[src/rtl/sid_bus_frontend_if.sv]
// Host-bus pad/output bundle for the SID bus front end.
// The sid package carries the bus_i_t bundle that feeds sid_control.
`timescale 1ns/1ps
package sid;
   typedef struct packed {
      logic       phi2;
      logic       r_w_n;
      logic [4:0] addr;
      logic [7:0] data;
      logic       res;
   } bus_i_t;
endpackage

interface sid_bus_frontend_if;
   import sid::*;
   logic       phi2_pad;
   logic       r_w_n_pad;
   logic       cs_n_pad;
   logic [8:0] addr_pad;
   logic [7:0] data_pad;
   bus_i_t     bus_o;
   logic [1:0] cs;
   logic       data_oe;
   logic       bus_idle;

   modport master (
      output phi2_pad, r_w_n_pad, cs_n_pad, addr_pad, data_pad,
      input  bus_o, cs, data_oe, bus_idle
   );
   modport slave (
      input  phi2_pad, r_w_n_pad, cs_n_pad, addr_pad, data_pad,
      output bus_o, cs, data_oe, bus_idle
   );
endinterface

[src/rtl/sid_bus_frontend.sv]
// MOS6510 host-bus front end: pin sync, PHI2 filter/tracker, SID chip selects.
// Optional bus watchdog (bus_idle, cs gating) enabled by SID_BUS_WATCHDOG_EN.
`timescale 1ns/1ps
module sid_bus_frontend #(
   parameter int SYNC_STAGES = 2,
   parameter int PHI2_FILT   = 3,
   parameter int ADDR_DELAY  = 4,
   parameter int SID2_A8     = 0,
   parameter int WDOG_CYCLES = 96
) (
   input logic             clk,
   input logic             res_n,
   sid_bus_frontend_if.slave bus
);
   import sid::*;

   typedef enum logic [1:0] {
      S_LOW,
      S_SETUP,
      S_HIGH
   } state_e;

   localparam logic [1:0] FILT_M1 = 2'(PHI2_FILT - 1);
   localparam logic [3:0] DLY_M1  = 4'(ADDR_DELAY - 1);

   logic [19:0] sync_q [SYNC_STAGES];
   logic [19:0] pad_w;
   logic [19:0] pad_s;

   assign pad_w = {bus.phi2_pad, bus.r_w_n_pad, bus.cs_n_pad,
                   bus.addr_pad, bus.data_pad};

   always_ff @(posedge clk) begin
      sync_q[0] <= pad_w;
      for (int i = 1; i < SYNC_STAGES; i++)
         sync_q[i] <= sync_q[i-1];
   end

   assign pad_s = sync_q[SYNC_STAGES-1];

   logic       phi2_s;
   logic       rw_s;
   logic       csn_s;
   logic [8:0] addr_s;
   logic [7:0] data_s;
   logic       sel2;
   logic [1:0] cs_new;
   logic       unused_ok;

   assign phi2_s    = pad_s[19];
   assign rw_s      = pad_s[18];
   assign csn_s     = pad_s[17];
   assign addr_s    = pad_s[16:8];
   assign data_s    = pad_s[7:0];
   assign sel2      = (SID2_A8 != 0) ? addr_s[8] : addr_s[5];
   assign cs_new    = csn_s ? 2'b00 : (sel2 ? 2'b10 : 2'b01);
   assign unused_ok = ^addr_s[7:6];

   logic [1:0] flt_cnt_q, flt_cnt_d;
   logic       acc_q, acc_d;
   logic       rise, fall;

   always_comb begin
      flt_cnt_d = 2'd0;
      acc_d     = acc_q;
      rise      = 1'b0;
      fall      = 1'b0;
      if (phi2_s != acc_q) begin
         if (flt_cnt_q == FILT_M1) begin
            acc_d = phi2_s;
            rise  = phi2_s;
            fall  = ~phi2_s;
         end else begin
            flt_cnt_d = flt_cnt_q + 2'd1;
         end
      end
   end

   // Accepted level restarts at the pin level so reset never fakes an edge
   always_ff @(posedge clk) begin
      if (!res_n) begin
         flt_cnt_q <= 2'd0;
         acc_q     <= phi2_s;
      end else begin
         flt_cnt_q <= flt_cnt_d;
         acc_q     <= acc_d;
      end
   end

   state_e     state_q;
   logic [3:0] dcnt_q;
   logic       phi2_q;
   logic       rw_q;
   logic [4:0] addr_q;
   logic [7:0] data_q;
   logic [1:0] cs_q;
   logic       oe_q;
   logic       res_q;

   always_ff @(posedge clk) begin
      res_q <= ~res_n;
      if (!res_n) begin
         state_q <= S_LOW;
         dcnt_q  <= 4'd0;
         phi2_q  <= 1'b0;
         rw_q    <= 1'b0;
         addr_q  <= 5'd0;
         data_q  <= 8'd0;
         cs_q    <= 2'b00;
         oe_q    <= 1'b0;
      end else begin
         unique case (state_q)
            S_LOW: begin
               if (rise) begin
                  state_q <= S_SETUP;
                  dcnt_q  <= DLY_M1;
               end
            end
            S_SETUP: begin
               if (fall) begin
                  state_q <= S_LOW;
                  cs_q    <= 2'b00;
               end else if (dcnt_q == 4'd0) begin
                  state_q <= S_HIGH;
                  phi2_q  <= 1'b1;
                  addr_q  <= addr_s[4:0];
                  rw_q    <= rw_s;
                  cs_q    <= cs_new;
                  oe_q    <= rw_s & (|cs_new);
               end else begin
                  dcnt_q <= dcnt_q - 4'd1;
               end
            end
            S_HIGH: begin
               if (fall) begin
                  state_q <= S_LOW;
                  phi2_q  <= 1'b0;
                  oe_q    <= 1'b0;
                  if (!rw_q)
                     data_q <= data_s;
               end
            end
            default: state_q <= S_LOW;
         endcase
      end
   end

   assign bus.bus_o   = {phi2_q, rw_q, addr_q, data_q, res_q};
   assign bus.data_oe = oe_q;

`ifdef SID_BUS_WATCHDOG_EN
   localparam logic [6:0] WD_MAX = 7'(WDOG_CYCLES);

   logic [6:0] wd_q, wd_d;
   logic       idle_q;

   assign wd_d = rise ? 7'd0 :
                 (wd_q == WD_MAX) ? wd_q : wd_q + 7'd1;

   always_ff @(posedge clk) begin
      if (!res_n) begin
         wd_q   <= 7'd0;
         idle_q <= 1'b1;
      end else begin
         wd_q <= wd_d;
         if (rise)
            idle_q <= 1'b0;
         else if (wd_d == WD_MAX)
            idle_q <= 1'b1;
      end
   end

   assign bus.cs       = cs_q & ~{2{idle_q}};
   assign bus.bus_idle = idle_q;
`else
   assign bus.cs       = cs_q;
   assign bus.bus_idle = 1'b0;
`endif

endmodule

[src/flat_wrapper.sv]
// flat-port wrapper written by rule: the top's interface ports become plain ports
module sid_bus_frontend_flat import sid::*;
#(
   parameter int SYNC_STAGES = 2,
   parameter int PHI2_FILT   = 3,
   parameter int ADDR_DELAY  = 4,
   parameter int SID2_A8     = 0,
   parameter int WDOG_CYCLES = 96
)
  (clk, res_n, bus_phi2_pad, bus_r_w_n_pad, bus_cs_n_pad, bus_addr_pad, bus_data_pad, bus_bus_o, bus_cs, bus_data_oe, bus_bus_idle);
  sid_bus_frontend_if bus_i ();
  input logic clk;
  input logic res_n;
  input wire logic [$bits(bus_i.phi2_pad)-1:0] bus_phi2_pad;
  input wire logic [$bits(bus_i.r_w_n_pad)-1:0] bus_r_w_n_pad;
  input wire logic [$bits(bus_i.cs_n_pad)-1:0] bus_cs_n_pad;
  input wire logic [$bits(bus_i.addr_pad)-1:0] bus_addr_pad;
  input wire logic [$bits(bus_i.data_pad)-1:0] bus_data_pad;
  output wire logic [$bits(bus_i.bus_o)-1:0] bus_bus_o;
  output wire logic [$bits(bus_i.cs)-1:0] bus_cs;
  output wire logic [$bits(bus_i.data_oe)-1:0] bus_data_oe;
  output wire logic [$bits(bus_i.bus_idle)-1:0] bus_bus_idle;
  assign bus_i.phi2_pad = bus_phi2_pad;
  assign bus_i.r_w_n_pad = bus_r_w_n_pad;
  assign bus_i.cs_n_pad = bus_cs_n_pad;
  assign bus_i.addr_pad = bus_addr_pad;
  assign bus_i.data_pad = bus_data_pad;
  assign bus_bus_o = bus_i.bus_o;
  assign bus_cs = bus_i.cs;
  assign bus_data_oe = bus_i.data_oe;
  assign bus_bus_idle = bus_i.bus_idle;
  sid_bus_frontend #(.SYNC_STAGES(SYNC_STAGES), .PHI2_FILT(PHI2_FILT), .ADDR_DELAY(ADDR_DELAY), .SID2_A8(SID2_A8), .WDOG_CYCLES(WDOG_CYCLES)) u_core (.clk(clk), .res_n(res_n), .bus(bus_i));
endmodule
[config.mk]
export PLATFORM = sky130hd
export DESIGN_NAME = sid_bus_frontend_flat
export DESIGN_NICKNAME = d
export VERILOG_FILES = /design/src/rtl/sid_bus_frontend_if.sv /design/src/rtl/sid_bus_frontend.sv /design/src/flat_wrapper.sv
export SDC_FILE = /design/constraint.sdc
export NUM_CORES = 1
export LEC_CHECK = 0
export ABC_AREA = 1
export CAP_MARGIN = 20
export CORE_ASPECT_RATIO = 1.25
export CORE_MARGIN = 2
export CORE_UTILIZATION = 44
export CTS_CLUSTER_DIAMETER = 200
export DETAILED_ROUTE_END_ITERATION = 7
export PLACE_DENSITY = 0.72
export SLEW_MARGIN = 0
export SYNTH_ARGS = -nofsm -noshare
export SYNTH_HDL_FRONTEND = slang
export SYNTH_SLANG_ARGS = --single-unit
[constraint.sdc]
create_clock -name clk -period 1.18 [get_ports clk]
set_input_delay 0.236 -clock clk [delete_from_list [all_inputs] [get_ports clk]]
set_output_delay 0.236 -clock clk [all_outputs]
set_load 0.05 [all_outputs]
==> flow_metrics.tcl <==
set metrics [dict create \
    result_of_the_run "finished, violations left" \
    failed_checks "setup timing" \
    timing.critical_path.from_type "register" \
    synth-seq-cells 62 \
    h-tree-depth 3 \
    grt_first_pass_wirelength_um 5730 \
    floorplan.core_area_um2 4320 \
    synth_compound_gate_area_share 0.0606 \
    drive_gt1_frac 0.382 \
    multi_input_area_um2 744 \
    seq_power_share 0.503 \
    grt_antenna_before_repair 0 \
    rsz_0062_raised_after_global_routing "yes" \
    dp.final_hpwl_um 2400 \
    clk_latency_ns 0.33 \
    post_drt_wl_per_cell_um 11.9 \
    final.setup.tns_ns -0.731 \
    post-synth-top-area-cell "dfxtp_1" \
    final_hold_viol_count 0 \
    synth_top_family_by_area "simple AND/OR/NAND/NOR gates" \
    synthXorXnorAreaFrac 0.00902 \
    cts.clk_slew.worst_paths_ns 0.07 \
    cts_tree "yes" \
    yosys_warnings 0 \
    fin_crit_share 1.06 \
    critPathCaptureType "register" \
    total_leakage_power_nw 1.20 \
    crit_type "register to register" \
    design.portCount 42 \
    worst_ir_drop_vdd_uv 1250 \
    via_count 1412 \
    grt_use_total 0.159 \
    hold_path.startpoint "u_core.sync_q[0][18]$_DFF_P_" \
    worstReg2RegStart "u_core.acc_q$_DFFE_PP_" \
    finalInstanceArea_um2 3050 \
    aggregate_routed_wire_length_um 3790 \
    clock_sink_count 62 \
    synth.top_cell.area_share 0.629 \
    grt_max_degree 16 \
    layout_commonest_cell "dfxtp_1" \
    yosys-top-cells-area "dfxtp_1 63%, nor2_1 8.3%, nand2_1 3.9%, o21ai_0 3.4%, nor2_8 2.1%" \
    diodes 0 \
    mostFrequentLayoutCells "55 x dfxtp_1, 39 x nor2_1, 19 x buf_12" \
    post_layout_instance_count_excluding_filler_cells 317 \
    drcViolationCount 0 \
    final_net_count 279 \
    synthesis.area_per_instance_um2 10.0 \
    die_area_um2 4960 \
    die_x_um 63.4 \
    syn_inst 194 \
    worst_slack_ns -0.0656 \
    placement.cell_area_um2 2650 \
    p_per_area_nw_per_um2 1440 \
    synth_simple_gate_area_frac 0.214 \
    cts-root-to-sink-buffers 2 \
    depth_of_the_worst_register_to_register_path 6 \
    drv_cap 0 \
    hold_path_class "register to register" \
    timing.critical_path.fanout_max 8 \
    yosys.area_share.adder 0.0193 \
    timing.critical_path.required_ns 1.40 \
    r2r_end "u_core.data_q[3]$_SDFFE_PN0P_" \
    synthesized_nets 219 \
    clk_root_buffer_cell "clkbuf_8" \
    synth.area.mux_share 0 \
    initialDrtViolationCount 55 \
    power.clock.fraction 0.442 \
    synth.yosys.seq_area_share 0.644 \
    period_minus_slack_ns 1.25 \
    rows 27 \
    skew_ns 0.00654 \
    placed_cells_incl_taps 297 \
    finalMaxSlewViolations 0 \
    peak_freq_mhz 803 \
    io_buffer_count 37 \
    first_global_vias 1321 \
    regArea_um2 1260 \
    timing.final.setup_violations 20 \
    die_h_um 78.3 \
    worst_hold_slack_ns 0.320 \
    syn-cell-area_um2 1940 \
    global_route.overflow_total 0 \
    comb_power_frac 0.055 \
    floorplan.initialDensity 0.449 \
    timing.critical_path.arrival_ns 1.47 \
    ff2ff_setup_slack_ns -0.07 \
    net-switching-power_w 0.000890 \
    cts_buffers 9 \
    timing.hold.worst_path_depth 0 \
    viasPerCell 4.45 \
    p_int_w 0.00351 \
    hold_end "u_core.sync_q[0][38]$_DFF_P_" \
    cts.hold.buffers_added 0 \
    fillerInstances 341 \
    antenna_left 0 \
    unique_masters_post_synth 28 \
    gp_weighted_congestion 0.752 \
    drt_pass1_iterations 4 \
    synthToLayoutAreaGrowth_pct 57.2 \
    switching_share 0.202 \
]
[worst max-delay path, cell delays in order, from the launching register on]
cell and delay (ns):
edfxtp_1 0.50, nand3_4 0.22, inv_8 0.08, nand2_8 0.09, clkinv_4 0.08, nor2_2 0.10
nor2_1 0.06
[Yosys cell counts]
cell type  instances
dfxtp_1           61
nor2_1            43
nand2_1           20
o21ai_0           13
inv_1              9
a21oi_1            6
nand3_1            6
buf_4              4
ha_1               3
inv_2              3
nand2_2            3
o21ai_1            3
nand3_2            2
nand4_1            2
nor2_4             2
nor2_8             2
a211oi_1           1
buf_2              1
clkbuf_1           1
clkinv_4           1
conb_1             1
edfxtp_1           1
inv_4              1
nand2_4            1
nand3_4            1
nor2_2             1
xnor2_1            1
xor2_1             1
[registers in the layout (all words and copies together), names as in the netlist, 2 cells and up]
signal / count
u_core.sync_q: 34
u_core.data_q: 8
u_core.addr_q: 5
u_core.dcnt_q: 4
u_core.bus.cs: 2
u_core.flt_cnt_q: 2
u_core.state_q: 2
[logic make-up (layout without fill, tap and decap cells)]
logic type	count (synthesis)	after routing
adders and majority gates	3	3
xor gates and xnor gates	2	2
other	1	1
AOI/OAI and AO/OA	23	23
DFF	62	62
and+or+nand+nor	83	85
buffers and inverters	20	83
[layer usage]
layer / global-route usage / vias up / part of all wire
met5: 0 / - / 0
met3: 0.0401 / 11 / 0.029
met2: 0.272 / 29 / 0.54
li1: - / 734 / -
met1: 0.157 / 638 / 0.39
met4: 0.141 / 0 / 0.036
[layout make-up]
cell class / instances / area share
Clock buffer: 14 / 0.0599
Multi-Input combinational cell: 114 / 0.244
Clock inverter: 2 / 0.0123
Tap cell: 58 / 0.0238
Sequential cell: 62 / 0.412
Inverter: 14 / 0.0221
Timing Repair Buffer: 53 / 0.226
[worst max-delay path by stage]
stage / start / endpoint / slack, ns / cells after the start
after floorplan: u_core.dcnt_q[1]$_SDFFE_PN0P_ / u_core.addr_q[0]$_SDFFE_PN0P_ / 0.01 / 7
after global placement: res_n / u_core.acc_q$_DFFE_PP_ / -0.11 / 4
final: u_core.acc_q$_DFFE_PP_ / u_core.data_q[3]$_SDFFE_PN0P_ / -0.07 / 6
after CTS: u_core.dcnt_q[1]$_SDFFE_PN0P_ / u_core.addr_q[4]$_SDFFE_PN0P_ / -0.04 / 7
after detailed placement: u_core.flt_cnt_q[0]$_SDFF_PP0_ / u_core.data_q[3]$_SDFFE_PN0P_ / -0.14 / 7
after global routing: u_core.flt_cnt_q[0]$_SDFF_PP0_ / u_core.data_q[5]$_SDFFE_PN0P_ / -0.14 / 8
[timing repair]
action | CTS | global route
endpoints found under the setup margin | 24 | 24
setup buffers | 1 | 2
cloned | 0 | 2
gates resized for setup | 25 | 25
pin swaps | 6 | 10
[metrics by stage]
| step | worst slack (ns) | util | total power (W) |
|---|---|---|---|
| CTS | -0.0433 | 0.681 | 0.00444 |
| detailed placement | -0.142 | 0.614 | 0.00247 |
| finish | -0.0656 | 0.706 | 0.00440 |
| global route | -0.140 | 0.706 | 0.00458 |
| floorplan | 0.0102 | - | 0.00235 |
| global placement | -0.106 | 0.614 | 0.00246 |
[power by group through the flow]
stage	combinational, W	sequential [W]	clock (W)
floorplan	0.0000996	0.00225	0
detailed placement	0.000213	0.00225	0
CTS	0.000229	0.00221	0.00200
global route	0.000263	0.00222	0.00210
finish	0.000244	0.00221	0.00195
global placement	0.000207	0.00225	0
Note: power is estimated with default switching activity, not from simulation.
